==> config.mk <==
export PLATFORM = sky130hd
export DESIGN_NAME = control_sequencer
export DESIGN_NICKNAME = d
export VERILOG_FILES = /design/src/rtl/control_sequencer.sv
export SDC_FILE = /design/constraint.sdc
export NUM_CORES = 1
export LEC_CHECK = 0
export BUFFER_PORTS_ARGS = -buffer_cell sky130_fd_sc_hd__clkbuf_2
export CORE_UTILIZATION = 41
export CTS_CLUSTER_SIZE = 12
export DETAILED_ROUTE_END_ITERATION = 7
export PLACE_DENSITY_LB_ADDON = 0.08
export SYNTH_ARGS = -nofsm -noshare
export SYNTH_HDL_FRONTEND = slang
export SYNTH_SLANG_ARGS = --single-unit
export TNS_END_PERCENT = 20
==> constraint.sdc <==
create_clock -name clk -period 2.5 [get_ports clk]
set_input_delay 0.375 -clock clk [delete_from_list [all_inputs] [get_ports clk]]
set_output_delay 0.375 -clock clk [all_outputs]
set_load 0.03 [all_outputs]
==> src/rtl/control_sequencer.sv <==
// control_sequencer: microprogrammed control FSM for the accumulator processor.
// Fetches the instruction, decodes the opcode and issues one bus transfer per
// cycle (write_sel / read_sel) with a memory handshake.
// Optional build macro: SEQ_ILLEGAL_TRAP_EN (illegal opcode traps to HALT with
// a sticky illegal flag); otherwise an illegal opcode runs as a NOP.
module control_sequencer #(
  parameter int unsigned COUNT_W = 16
) (
  input  logic               clk,
  input  logic               rst_n,
  input  logic               start,
  input  logic [3:0]         opcode,
  input  logic               z_flag,
  input  logic               mem_ready,
  output logic [2:0]         write_sel,
  output logic               write_en,
  output logic [2:0]         read_sel,
  output logic [1:0]         alu_op,
  output logic               pc_inc,
  output logic               mem_req,
  output logic               halt,
  output logic               illegal,
  output logic [COUNT_W-1:0] instr_count
);

  typedef enum logic [3:0] {
    S_IDLE, S_F1, S_F2, S_DEC, S_A1, S_A2, S_A3,
    S_L1, S_L2, S_S1, S_S2, S_X1, S_HALT
  } state_t;

  // register / bus source codes
  localparam logic [2:0] R_AC  = 3'b000;
  localparam logic [2:0] R_AR  = 3'b001;
  localparam logic [2:0] R_PC  = 3'b010;
  localparam logic [2:0] R_DR  = 3'b011;
  localparam logic [2:0] R_R   = 3'b101;
  localparam logic [2:0] R_IR  = 3'b110;
  localparam logic [2:0] R_MEM = 3'b111;

  localparam logic [3:0] OP_NOP  = 4'b0000;
  localparam logic [3:0] OP_LDAC = 4'b0001;
  localparam logic [3:0] OP_STAC = 4'b0010;
  localparam logic [3:0] OP_MVAC = 4'b0011;
  localparam logic [3:0] OP_MOVR = 4'b0100;
  localparam logic [3:0] OP_JUMP = 4'b0101;
  localparam logic [3:0] OP_JMPZ = 4'b0110;
  localparam logic [3:0] OP_ADD  = 4'b0111;
  localparam logic [3:0] OP_SUB  = 4'b1000;
  localparam logic [3:0] OP_HALT = 4'b1111;

  state_t     state, state_n;
  logic [3:0] op_q;
  logic       z_q;
  logic [2:0] ws_c, rs_c;
  logic       we_c, pi_c, mr_c, ill_dec, cnt_inc;
  logic [1:0] alu_c;

  // next-state and per-state bus/strobe decode
  always_comb begin
    state_n = state;
    ws_c    = '0;
    rs_c    = '0;
    we_c    = 1'b0;
    alu_c   = '0;
    pi_c    = 1'b0;
    mr_c    = 1'b0;
    ill_dec = 1'b0;
    case (state)
      S_IDLE: if (start) state_n = S_F1;
      S_F1: begin
        rs_c = R_PC; ws_c = R_AR; we_c = 1'b1;
        state_n = S_F2;
      end
      S_F2: begin
        rs_c = R_MEM; ws_c = R_IR; we_c = mem_ready; pi_c = mem_ready; mr_c = 1'b1;
        if (mem_ready) state_n = S_DEC;
      end
      S_DEC: begin
        case (opcode)
          OP_NOP:                             state_n = S_F1;
          OP_LDAC, OP_STAC, OP_JUMP, OP_JMPZ: state_n = S_A1;
          OP_MVAC, OP_MOVR, OP_ADD, OP_SUB:   state_n = S_X1;
          OP_HALT:                            state_n = S_HALT;
          default: begin
            ill_dec = 1'b1;
`ifdef SEQ_ILLEGAL_TRAP_EN
            state_n = S_HALT;
`else
            state_n = S_F1;
`endif
          end
        endcase
      end
      S_A1: begin
        rs_c = R_PC; ws_c = R_AR; we_c = 1'b1;
        state_n = S_A2;
      end
      S_A2: begin
        rs_c = R_MEM; ws_c = R_DR; we_c = mem_ready; pi_c = mem_ready; mr_c = 1'b1;
        if (mem_ready) state_n = (op_q == OP_JMPZ && !z_q) ? S_F1 : S_A3;
      end
      S_A3: begin
        rs_c = R_DR; we_c = 1'b1;
        if (op_q == OP_LDAC) begin
          ws_c = R_AR; state_n = S_L1;
        end else if (op_q == OP_STAC) begin
          ws_c = R_AR; state_n = S_S1;
        end else begin
          ws_c = R_PC; state_n = S_F1;
        end
      end
      S_L1: begin
        rs_c = R_MEM; ws_c = R_DR; we_c = mem_ready; mr_c = 1'b1;
        if (mem_ready) state_n = S_L2;
      end
      S_L2: begin
        rs_c = R_DR; ws_c = R_AC; we_c = 1'b1;
        state_n = S_F1;
      end
      S_S1: begin
        rs_c = R_AC; ws_c = R_DR; we_c = 1'b1;
        state_n = S_S2;
      end
      S_S2: begin
        rs_c = R_DR; ws_c = R_MEM; we_c = mem_ready; mr_c = 1'b1;
        if (mem_ready) state_n = S_F1;
      end
      S_X1: begin
        we_c = 1'b1;
        case (op_q)
          OP_MVAC: begin rs_c = R_AC; ws_c = R_R;  end
          OP_MOVR: begin rs_c = R_R;  ws_c = R_AC; end
          OP_ADD:  begin rs_c = R_R;  ws_c = R_AC; alu_c = 2'b01; end
          default: begin rs_c = R_R;  ws_c = R_AC; alu_c = 2'b10; end
        endcase
        state_n = S_F1;
      end
      S_HALT:  state_n = S_HALT;
      default: state_n = S_IDLE;
    endcase
    // F1 is never re-entered from itself, so "state != IDLE" marks a retirement
    cnt_inc = (state_n == S_F1 && state != S_IDLE) ||
              (state_n == S_HALT && state != S_HALT);
  end

  // bus selects read as 000 whenever no transfer is being issued
  assign write_sel = we_c ? ws_c : '0;
  assign read_sel  = we_c ? rs_c : '0;
  assign write_en  = we_c;
  assign alu_op    = alu_c;
  assign pc_inc    = pi_c;
  assign mem_req   = mr_c;
  assign halt      = (state == S_HALT);

  // state register, opcode/flag capture in DEC, retired-instruction counter
  always_ff @(posedge clk or negedge rst_n) begin
    if (!rst_n) begin
      state       <= S_IDLE;
      op_q        <= '0;
      z_q         <= 1'b0;
      instr_count <= '0;
    end else begin
      state <= state_n;
      if (state == S_DEC) begin
        op_q <= opcode;
        z_q  <= z_flag;
      end
      if (cnt_inc) instr_count <= instr_count + COUNT_W'(1);
    end
  end

`ifdef SEQ_ILLEGAL_TRAP_EN
  logic illegal_q;

  // sticky illegal-opcode flag, cleared only by reset
  always_ff @(posedge clk or negedge rst_n) begin
    if (!rst_n)       illegal_q <= 1'b0;
    else if (ill_dec) illegal_q <= 1'b1;
  end

  assign illegal = illegal_q | ill_dec;
`else
  assign illegal = ill_dec;
`endif

endmodule

==> results of run 1 <==
## cell usage after synthesis (all sizes together) (2+ instances only)
cell type	n	share of area, %
nand2b	3	0.98
o21ai	10	2.8
o21bai	2	0.79
mux2	5	2.9
and4	2	0.92
and3	9	2.9
a211oi	2	1.4
o211ai	11	6.9
inv	9	1.8
a31oi	2	0.65
and2	2	0.65
nor2	21	4.1
dfrtp	25	33
o2111ai	4	1.8
nor3	5	1.3
nand4	2	0.65
buf	10	3.5
xnor2	15	6.9
xor2	2	0.92
a21oi	13	3.4
nor4bb	2	1.0
nand3	4	1.0
o21a	2	0.79
nand2	18	3.5
o31ai	2	0.79
clkbuf	4	0.85
nor2b	6	2.0
## power groups by stage
stage | clock (uW) | combinational [uW] | sequential (uW)
CTS | 252 | 2000 | 702
floorplan | 0 | 1460 | 691
finish | 241 | 1990 | 708
global placement | 0 | 1990 | 712
global route | 261 | 2170 | 733
detailed placement | 0 | 1990 | 711
## repair_timing
item | 4_1_cts | 5_1_grt
hold endpoints to repair | 0 | 0
gates resized for setup | 0 | 2
setup endpoints to repair | 0 | 12
hold buffers | 0 | 0
## worst paths after layout
check	end	start	cells past startpoint	slack, ns
setup / recovery	instr_count[1]$_DFFE_PN0P_	state[1]$_DFF_PN0_	7	0.14
hold / removal	instr_count[13]$_DFFE_PN0P_	rst_n	1	0.12
setup reg to reg	instr_count[1]$_DFFE_PN0P_	state[1]$_DFF_PN0_	7	0.14
hold reg to reg	instr_count[15]$_DFFE_PN0P_	instr_count[15]$_DFFE_PN0P_	1	0.48
max in group asynchronous	state[2]$_DFF_PN0_	rst_n	1	1.93
min in group clk	z_q$_DFFE_PN0P_	z_flag	2	0.34
## registers in the layout, summed over array words and instances (netlist names)
register	count
instr_count	16
op_q	4
state	4
z_q	1
## logic make-up after synthesis
kind of cell / after synthesis
XOR/XNOR: 17
AO/OA/AOI/OAI: 61
multiplexers: 5
adder cells (fa/ha/maj): 1
buffers and inverters: 23
flip-flops: 25
AND/OR/NAND/NOR: 80
## critical path: stages, from the launching register on
cell and delay, ns:
dfrtp_1 0.52, and3b_4 0.27, a32oi_2 0.27, a41oi_2 0.18, a2111oi_4 0.40, buf_12 0.20
o21ai_2 0.08, mux2_1 0.32
## per-layer routing
layer / part of all wire, % / track usage, % / up-vias
li1: - / - / 859
met1: 49 / 25.07 / 803
met2: 48 / 31.11 / 26
met3: 2.1 / 1.876 / 4
met4: 0.81 / 4.889 / 0
met5: 0 / 0 / -
## metrics by stage
step                total power (uW)  utilization [%]
floorplan                       2146                -
global placement                2698            50.23
detailed placement              2701            50.23
CTS                             2950            51.25
global route                    3163            51.42
finish                          2940            51.42
## final cells by class
class                           instances  share of cell area [%]
Clock buffer                            4                   1.985
Inverter                                9                   1.488
Multi-Input combinational cell        164                   51.71
Sequential cell                        25                   27.62
Tap cell                               52                   2.867
Timing Repair Buffer                   54                   14.33
==> results.ini, run 1 <==
[setup_path]
worst_setup_path_end_kind=register
worstPathMaxFanout=15
crit_arrival_ns=2.52
crit_type=reg -> reg
worstSetupStartpointType=register
required_ns=2.66

[finish]
register_area_um2=626.9
drive_above_1_share_pct=32.81
n_fill_cell=430
nets=267
layout_common_cells=37 x clkbuf_2, 24 x dfrtp_1, 21 x nor2_1
fin_cells=308
mostFrequentLayoutCell=clkbuf_2
diodes=0
multiInputGateArea_um2=1174
syn_to_final_growth_pct=18.80
postLayoutCellArea_um2=2270

[clocking]
insertion_delay_ns=0.27
cts_buffers=3
cts.sink_count=25
cts_htree_levels=1
clockBufferDepth=2
cts_tree=done
path_clk_slew_ns=0.09
cts.root.buffer_cell=clkbuf_8
cts_setup_buffers=0

[global_routing]
grt-ovfl-total=0
grt_first_pass_wirelength_mm=7.479
grt_pass1_vias=1616
antenna_found_initial=0
grt_max_degree=26
grt_use_total_pct=18.44

[floorplanning]
coreArea_um2=4414
die_area_um2=4937
io_pins=38
initial_core_util_pct=43.28
std_cell_rows=24
die_width_um=70.27
die_y_um=70.27

[synthesis]
synth_edf_count=0
synth_top_family_by_area=compound AO/OA/AOI/OAI gates
yosys_warnings=0
yosysSeqAreaShare_pct=32.74
synth_flop_cell=dfrtp_1
synth_compound_area_share_pct=27.37
netlist_area_um2=1911
synth-simple-area-share_pct=22.33
syn_inst=212
synthArstFlopShare_pct=100.0
synthAdderAreaFrac_pct=0.6549
synth_fp_nets=222
ys_types=56
avgSynthCellArea_um2=9.012
ys_seq_elements=25
synthXorXnorAreaFrac_pct=7.793
yosys-mux-area-fraction_pct=2.947

[pwr]
clockPowerShare_pct=8.2
ir_worst_vdd_mv=0.6976
p_per_area_nw_per_um2=1295
power.internal_uw=1425
power.switching_uw=1514
p_seq_share_pct=24.1
p_leak_uw=0.001045
netSwitchingFraction_pct=51.52
power.share.combinational_pct=67.7

[timing]
finalCriticalPeriod_ns=2.365
rsz0062_at_grt=true
max_freq_ghz=0.4228
final_hold_viol_count=0
tightest_slew_ns=0.6464
fin_ws_ns=0.1350
setup_tns_ns=0
relSlewSlack_pct=56.91
setup_viol=0
period_share_pct=94.60
fin_hold_ws_ns=0.1167
slew_violations=0
skew_ns=0.005675

[route]
wl_mm=4.314
ant_nets=0
vias=1692
drt_first_iter_violations=80
route.detailed.drc=0
via_per_inst=5.494
dr.pass1.iters=4
routedWlPerCell_um=14.01

[flow_run]
cap_violations=0

[placed_design]
dp_hpwl_mm=3.296
dp_worst_setup_slack_ns=0.1347
place_inst=304
io_buffer_count=37
place.gp.congestion=0.7868
dpl_cell_area_um2=2217

[run_status]
status=finished, final reports clean

[min_path]
hold_path.class=in -> async

No activity file was read; power rests on OpenSTA's default activity.
==> inputs of run 2 (changes only) <==
--- a/config.mk
+++ b/config.mk
@@ -6,7 +6,7 @@
 export NUM_CORES = 1
 export LEC_CHECK = 0
 export BUFFER_PORTS_ARGS = -buffer_cell sky130_fd_sc_hd__clkbuf_2
-export CORE_UTILIZATION = 41
+export CORE_UTILIZATION = 55
 export CTS_CLUSTER_SIZE = 12
 export DETAILED_ROUTE_END_ITERATION = 7
 export PLACE_DENSITY_LB_ADDON = 0.08
==> results.ini, run 2 (synthesis gave the netlist of run 1 again) <==
[setup_path]
ff2ff_setup_slack_ns=0.10
required_ns=2.69
crit_type=reg -> reg
worst_setup_path_end_kind=register
worstPathMaxFanout=15
crit_arrival_ns=2.59
worstSetupStartpointType=register

[finish]
largest_reg_flops=16
regMostFlops=instr_count
fin_cells=299
drive_above_1_share_pct=34.39
mostFrequentLayoutCell=clkbuf_2
nets=264
diodes=0
postLayoutCellArea_um2=2246
top_regs=instr_count (16), op_q (4), state (4)
layout_common_cells=36 x clkbuf_2, 21 x nor2_1, 21 x dfrtp_1
syn_to_final_growth_pct=17.55
n_fill_cell=292

[clocking]
cts_htree_levels=1
clockBufferDepth=2
cts.sink_count=25
cts_buffers=3
cts.root.buffer_cell=clkbuf_4
path_clk_slew_ns=0.14
insertion_delay_ns=0.32
cts_tree=done
cts_hold_buf=0

[route]
dr.pass1.iters=4
ant_nets=0
vias=1739
routedWlPerCell_um=14.77
via_per_inst=5.816
route.detailed.drc=0
wl_mm=4.415
drt_first_iter_violations=128

[run_status]
status=finished, final reports clean

[global_routing]
grt_util_met1_pct=32.53
grt_pass1_vias=1595
antenna_found_initial=0
grt_use_total_pct=25.76
grt-ovfl-total=0
gr-usage-met2_pct=43.96
met3_usage_pct=3.625
grt_first_pass_wirelength_mm=7.113
gr-max-usage-layer=met2
grt_max_degree=26

[placed_design]
dp_hpwl_mm=3.326
place.gp.congestion=0.8696
dpl_cell_area_um2=2172
dp_worst_setup_slack_ns=0.04667
io_buffer_count=37
place_inst=293

[timing]
setup_viol=0
period_share_pct=95.94
relSlewSlack_pct=58.97
max_freq_ghz=0.4169
tightest_slew_ns=0.6155
finalCriticalPeriod_ns=2.398
fin_ws_ns=0.1016
final_hold_viol_count=0
slew_violations=0
setup_tns_ns=0
skew_ns=0.02153

[floorplanning]
die_width_um=60.94
initial_core_util_pct=57.26
die_area_um2=3714
std_cell_rows=21
die_y_um=60.94
io_pins=38
coreArea_um2=3337

[min_path]
hold_path.class=in -> async

[pwr]
p_leak_uw=0.001025
p_per_area_nw_per_um2=1283
ir_worst_vdd_mv=0.8673

[flow_run]
cap_violations=0

[run 2: timing repair]
action                                  4_1_cts  5_1_grt
gates resized for setup                       0        9
buffers inserted                              0        2
endpoints found under the setup margin        0        5
[run 2: final timing paths]
| path | depth (start not counted) | end | startpoint |
|---|---|---|---|
| worst max-delay path | 7 | instr_count[1]$_DFFE_PN0P_ | op_q[3]$_DFFE_PN0P_ |
| worst min-delay path | 1 | instr_count[13]$_DFFE_PN0P_ | rst_n |
| worst max register to register | 7 | instr_count[1]$_DFFE_PN0P_ | op_q[3]$_DFFE_PN0P_ |
| worst min register to register | 1 | instr_count[15]$_DFFE_PN0P_ | instr_count[15]$_DFFE_PN0P_ |
| max in group asynchronous | 1 | state[0]$_DFF_PN0_ | rst_n |
| min in group clk | 2 | z_q$_DFFE_PN0P_ | z_flag |
[run 2: worst max-delay path: stages, from the launching register on]
cell       delay, ns
dfrtp_1         0.44
nand2b_2        0.26
o41ai_4         0.35
a41oi_2         0.19
a2111oi_4       0.41
buf_12          0.20
o21ai_2         0.08
mux2_1          0.33
[run 2: layout make-up]
class,count,area [um2],share of cell area [%]
Multi-Input combinational cell,164,1194,53.15
Sequential cell,25,630.6,28.08
Timing Repair Buffer,51,302.8,13.48
Tap cell,46,57.56,2.563
Inverter,9,33.78,1.504
Clock buffer,3,22.52,1.003
Clock inverter,1,5.005,0.2228
[run 2: report_power, final]
| part | total, uW | internal (uW) | leakage, uW | switching (uW) |
|---|---|---|---|---|
| combinational | 1990 | 766 | 0.000686 | 1220 |
| clock | 175 | 59.7 | 0.0000177 | 115 |
| sequential | 721 | 521 | 0.000321 | 200 |
[run 2: through the flow]
stage	hold WS [ns]	power, uW	util (%)
finish	0.03641	2882	67.30
global route	0.06720	3100	67.30
CTS	0.04949	2823	65.92
detailed placement	0.4230	2643	65.09
global placement	0.4101	2575	65.09
floorplan	0.07941	2146	-
[run 2: routing by layer]
metal	vias to the layer above	wire length, um
li1	854	-
met1	831	1900
met2	48	2302
met3	6	152
met4	0	60
met5	-	0
